### src/rtl/pb_mailbox_fifo.sv
// pb_mailbox_fifo: N_CH byte FIFOs from a producer PicoBlaze to a consumer
// PicoBlaze, with status and sticky-flag ports and a data-ready interrupt.
module pb_mailbox_fifo #(
  parameter int         N_CH        = 4,
  parameter int         DEPTH       = 16,
  parameter logic [7:0] DATA_BASE   = 8'h00,
  parameter logic [7:0] STATUS_ADDR = 8'h10,
  parameter logic [7:0] FLAG_ADDR   = 8'h11
) (
  input  logic            clk,
  input  logic            reset,
  input  logic [7:0]      p_port_id,
  input  logic            p_write_strobe,
  input  logic [7:0]      p_out_port,
  output logic [7:0]      p_in_port,
  input  logic [7:0]      c_port_id,
  input  logic            c_read_strobe,
  input  logic            c_write_strobe,
  input  logic [7:0]      c_out_port,
  output logic [7:0]      c_in_port,
  output logic            c_irq,
  output logic [N_CH-1:0] ch_full,
  output logic [N_CH-1:0] ch_empty
);
  localparam int AW = $clog2(DEPTH);
  localparam int CW = AW + 1;

  logic [7:0]      p_off;
  logic [7:0]      c_off;
  logic            p_map;
  logic            c_map;
  logic [N_CH-1:0] push_req;
  logic [N_CH-1:0] pop_req;
  logic [N_CH-1:0] push_ok;
  logic [N_CH-1:0] pop_ok;
  logic [7:0]      head [N_CH];
  logic [1:0]      flags;
  logic [1:0]      flag_set;
  logic [1:0]      flag_clr;
  logic [7:0]      c_rd;
  logic [7:0]      p_rd;
  logic [7:0]      nz_pad;
  logic [7:0]      full_pad;

  assign p_off = p_port_id - DATA_BASE;
  assign c_off = c_port_id - DATA_BASE;
  assign p_map = p_off < 8'(N_CH);
  assign c_map = c_off < 8'(N_CH);

  for (genvar k = 0; k < N_CH; k++) begin : g_ch
    logic [7:0]    mem [DEPTH];
    logic [AW-1:0] wr_ptr;
    logic [AW-1:0] rd_ptr;
    logic [CW-1:0] cnt;

    assign ch_full[k]  = cnt == CW'(DEPTH);
    assign ch_empty[k] = cnt == '0;
    assign push_req[k] = p_write_strobe && p_map && (p_off == 8'(k));
    assign pop_req[k]  = c_read_strobe && c_map && (c_off == 8'(k));
    assign pop_ok[k]   = pop_req[k] && !ch_empty[k];
    // a same-cycle pop frees the slot a push into a full channel needs
    assign push_ok[k]  = push_req[k] && (!ch_full[k] || pop_ok[k]);
    assign head[k]     = mem[rd_ptr];

    always_ff @(posedge clk) begin
      if (push_ok[k]) mem[wr_ptr] <= p_out_port;
    end

    always_ff @(posedge clk) begin
      if (!reset) begin
        wr_ptr <= '0;
        rd_ptr <= '0;
        cnt    <= '0;
      end else begin
        if (push_ok[k]) wr_ptr <= wr_ptr + AW'(1);
        if (pop_ok[k])  rd_ptr <= rd_ptr + AW'(1);
        cnt <= cnt + CW'(push_ok[k]) - CW'(pop_ok[k]);
      end
    end
  end

  always_comb begin
    nz_pad              = '0;
    full_pad            = '0;
    nz_pad[N_CH-1:0]    = ~ch_empty;
    full_pad[N_CH-1:0]  = ch_full;
    flag_set[1]         = |(pop_req & ch_empty);
    flag_set[0]         = |(push_req & ~push_ok);
    flag_clr            = 2'b00;
    if (c_write_strobe && (c_port_id == FLAG_ADDR))
      flag_clr = c_out_port[1:0];
    c_rd = 8'h00;
    if (c_port_id == STATUS_ADDR) begin
      c_rd = nz_pad;
    end else if (c_port_id == FLAG_ADDR) begin
      c_rd = {6'b0, flags};
    end else if (c_map) begin
      for (int k = 0; k < N_CH; k++)
        if ((c_off == 8'(k)) && !ch_empty[k]) c_rd = head[k];
    end
    p_rd = (p_port_id == STATUS_ADDR) ? full_pad : 8'h00;
  end

  always_ff @(posedge clk) begin
    if (!reset) begin
      p_in_port <= 8'h00;
      c_in_port <= 8'h00;
      c_irq     <= 1'b0;
      flags     <= 2'b00;
    end else begin
      p_in_port <= p_rd;
      c_in_port <= c_rd;
      c_irq     <= |(~ch_empty);
      // set wins over a same-cycle clear
      flags     <= (flags & ~flag_clr) | flag_set;
    end
  end

endmodule

### config.mk
export PLATFORM = sky130hd
export DESIGN_NAME = pb_mailbox_fifo
export DESIGN_NICKNAME = d
export VERILOG_FILES = /design/src/rtl/pb_mailbox_fifo.sv
export SDC_FILE = /design/constraint.sdc
export NUM_CORES = 1
export LEC_CHECK = 0
export ABC_AREA = 1
export ABC_CLOCK_PERIOD_IN_PS = 3800
export BUFFER_PORTS_ARGS = -buffer_cell sky130_fd_sc_hd__buf_2
export CAP_MARGIN = 10
export CELL_PAD_IN_SITES_DETAIL_PLACEMENT = 2
export CELL_PAD_IN_SITES_GLOBAL_PLACEMENT = 2
export CORE_UTILIZATION = 26
export DETAILED_ROUTE_END_ITERATION = 12
export GPL_ROUTABILITY_DRIVEN = 1
export GPL_TIMING_DRIVEN = 0
export PLACE_DENSITY_LB_ADDON = 0.15
export SYNTH_ARGS = -nofsm -noshare
export SYNTH_HDL_FRONTEND = slang
export SYNTH_SLANG_ARGS = --single-unit
### constraint.sdc
create_clock -name clk -period 3.8 [get_ports clk]
set_clock_uncertainty 0.15 [all_clocks]
set_input_delay 0.38 -clock clk [delete_from_list [all_inputs] [get_ports clk]]
set_output_delay 0.38 -clock clk [all_outputs]
set_load 0.005 [all_outputs]
==> impl_metrics.json <==
{
  "clock_latency_ns": 0.63,
  "p_leak_nw": 10.5,
  "cp.depth": 16,
  "syn_inst": 2284,
  "ys_warn_count": 0,
  "seq_area_frac_synth_pct": 68.0,
  "area_growth_pct": 16.7,
  "max-slew-margin-rel_pct": 24.1,
  "nNetsFinal": 2503,
  "cts_sinks": 595,
  "grtUsageTotal_pct": 17.8,
  "dp_hpwl_um": 58200,
  "h-tree-depth": 3,
  "dieArea_um2": 97700,
  "grt_overflow": 0,
  "period_needed_ns": 3.36,
  "rr_worst_depth": 16,
  "async_flop_share_pct": 0,
  "criticalPathCategory": "reg -> reg",
  "grt_max_degree": 65,
  "syn_area_per_cell_um2": 11.0,
  "die_y_um": 313,
  "io_buffers": 51,
  "drive_above_1_share_pct": 10.9,
  "synthMuxAreaShare_pct": 0,
  "synth_edf_count": 512,
  "cts_root_buf": "clkbuf_16",
  "grt_pass1_vias": 19400,
  "yosys.area_share.adder_pct": 2.52,
  "path_clk_slew_ns": 0.06,
  "routed_via_density": 4.69,
  "finalSetupTns_ns": 0,
  "crit_top_cell": "inv_1",
  "cp.required_ns": 4.13,
  "yosys.cell_count.top_type": "edfxtp_1",
  "synth-compound-area-share_pct": 6.68,
  "dp.cells": 3605,
  "max_freq_mhz": 298,
  "cts_buffers": 73,
  "dr.pass1.iters": 5,
  "grt_pass1_wl_um": 128000,
  "drc": 0,
  "max_stage_delay_ns": 0.46,
  "arrival_ns": 3.69,
  "ios": 62,
  "power.density_nw_per_um2": 477,
  "stdcell_count": 3742,
  "gp_congestion": 0.761,
  "hold_viol_final": 0,
  "antenna_found_initial": 6,
  "synth_area_leader_cell": "edfxtp_1",
  "cp_cell_sequence": "inv_1 > ha_1 > nand3_1 > nor2_1 > nor2_2 > nand2_2 > inv_1 > ha_1 > inv_1 > ha_1 > inv_1 > fa_1 > nor3_1 > a211oi_1 > o21ai_0 > a21oi_1",
  "ir_drop_mv": 0.377,
  "synth_xor_area_share_pct": 0.314,
  "cts_tree": "done",
  "ys_top_cells_by_area": "edfxtp_1 (61%), dfxtp_1 (6.6%), nand2_1 (6.3%)",
  "drv_cap": 0,
  "ys_ff_latch": 595,
  "wirelength_um": 86600,
  "clockBufferDepth": 3,
  "drt_iter0_drc": 1051,
  "synth_top_family_by_area": "simple AND/OR/NAND/NOR gates",
  "postCtsSetupBuffers": 0,
  "holdCritPathClass": "in -> reg",
  "yosys.area_share.simple_pct": 17.7,
  "cpLargestDelayFamily": "simple AND/OR/NAND/NOR gates",
  "rsz0062_at_grt": "false",
  "die_w_um": 313,
  "critical_path.endpoint_type": "flop",
  "row_count": 113,
  "period_share_pct": 88.4,
  "core_area_um2": 95300,
  "num_vias": 17600,
  "crit_buf_inv": 4,
  "design_area_um2": 29300,
  "start_util_pct": 26.3,
  "fin_util_pct": 30.7,
  "critical-path-slowest-cell": "nor2_1",
  "worst_setup_path_start_kind": "flop",
  "tightest_slew_ns": 1.13,
  "drv_slew": 0,
  "wl_per_cell_um": 23.1,
  "placed_area_um2": 27000,
  "synth_common_cells": "edfxtp_1 (512), nand2_1 (418), nor2_1 (303), nand3_1 (265), inv_1 (169)",
  "outcome": "complete, no violations",
  "drtAntennaViolNets": 0,
  "synth.cell_area_um2": 25100,
  "finalSetupViolCount": 0,
  "synth_top_area_share_pct": 61.3,
  "ys.flop_type": "edfxtp_1",
  "hold_path_depth": 5,
  "crit_fanout": 7,
  "synth_cell_types": 44
}
## sequential cells by signal (all words and copies together) (netlist names), named ones only
signal,cells
g_ch.mem,512
g_ch.cnt,20
g_ch.rd_ptr,16
g_ch.wr_ptr,16
c_in_port,8
p_in_port,4
flags,2
c_irq,1
## metrics by stage
stage / setup WS (ns) / power (W) / hold slack (ns)
2_1_floorplan: 0.980 / 0.00725 / 0.292
3_3_place_gp: 0.545 / 0.00741 / 0.312
3_5_place_dp: 0.431 / 0.00742 / 0.332
4_1_cts: 0.441 / 0.0141 / 0.0193
5_1_grt: 0.122 / 0.0144 / 0.0835
6_report: 0.441 / 0.0140 / 0.0567
## cells in the final DEF (no fill, tap or decap), types with 7 or more instances in the layout
| master | synthesis | final |
|---|---|---|
| nor2_1 | 303 | 303 |
| a21oi_1 | 65 | 65 |
| edfxtp_1 | 512 | 512 |
| nand2_1 | 418 | 418 |
| ha_1 | 44 | 44 |
| clkinv_2 | 1 | 9 |
| nand2_2 | 10 | 10 |
| xor2_1 | 7 | 7 |
| clkinv_1 | 1 | 20 |
| inv_1 | 169 | 169 |
| dfxtp_1 | 83 | 83 |
| inv_2 | 18 | 18 |
| buf_2 | 61 | 105 |
| o211ai_1 | 47 | 47 |
| clkbuf_1 | 31 | 54 |
| o21ai_0 | 161 | 161 |
| o21ai_1 | 10 | 10 |
| buf_4 | 10 | 17 |
| nand3_1 | 265 | 265 |
| clkbuf_16 | 0 | 75 |
| nor3_1 | 7 | 7 |
## routing by layer
metal | track usage [%] | wire length (µm)
met5 | 0 | 25
met4 | 4.68 | 1680
met3 | 2.92 | 3640
met2 | 28.2 | 39100
met1 | 25.1 | 42100
## logic make-up (layout without fill, tap and decap cells)
logic type | after synthesis | count (layout)
adder cells (fa/ha/maj) | 48 | 48
XOR/XNOR | 9 | 9
buffers and inverters | 294 | 483
AND/OR/NAND/NOR | 1036 | 1036
other | 1 | 5
flip-flops | 595 | 595
AO/OA/AOI/OAI | 301 | 301
## power by group
part	switching [W]	internal [W]
clock	0.00284	0.00384
combinational	0.000160	0.0000320
sequential	0.000000477	0.00709
total	0.00300	0.0110
## final cells by class
type / count / area [µm²]
repair buffers: 56 / 350
fillers: 10300 / 66000
clock inverters: 35 / 272
diodes: 1 / 2.50
multi-input cells: 1398 / 6830
plain buffers: 104 / 504
inverters: 190 / 717
clock buffers: 98 / 1960
well taps: 1265 / 1580
flip-flops and latches: 595 / 17000
## worst register-to-register path, stage by stage (launching register included)
cell and delay [ns]:
dfxtp_1 0.32, inv_1 0.08, ha_1 0.15, nand3_1 0.16, nor2_1 0.46, nor2_2 0.16, nand2_2 0.16, inv_1 0.07
ha_1 0.28, inv_1 0.05, ha_1 0.16, inv_1 0.06, fa_1 0.43, nor3_1 0.20, a211oi_1 0.09, o21ai_0 0.16
a21oi_1 0.05
## path summary, 6_finish.rpt
kind / startpoint / endpoint / slack [ns]
setup reg to reg: g_ch[3].cnt[3] / g_ch[3].cnt[4] / 0.44
setup / recovery: g_ch[3].cnt[3] / g_ch[3].cnt[4] / 0.44
hold / removal: p_port_id[1] / g_ch[3].wr_ptr[3] / 0.06
hold reg to reg: g_ch[2].rd_ptr[3] / flop / 0.33
## repair_timing
item / CTS / global route
resized for setup: 0 / 0
hold buffers: 3 / 0
hold endpoints to repair: 3 / 0
(Power assumes the default switching activity.)
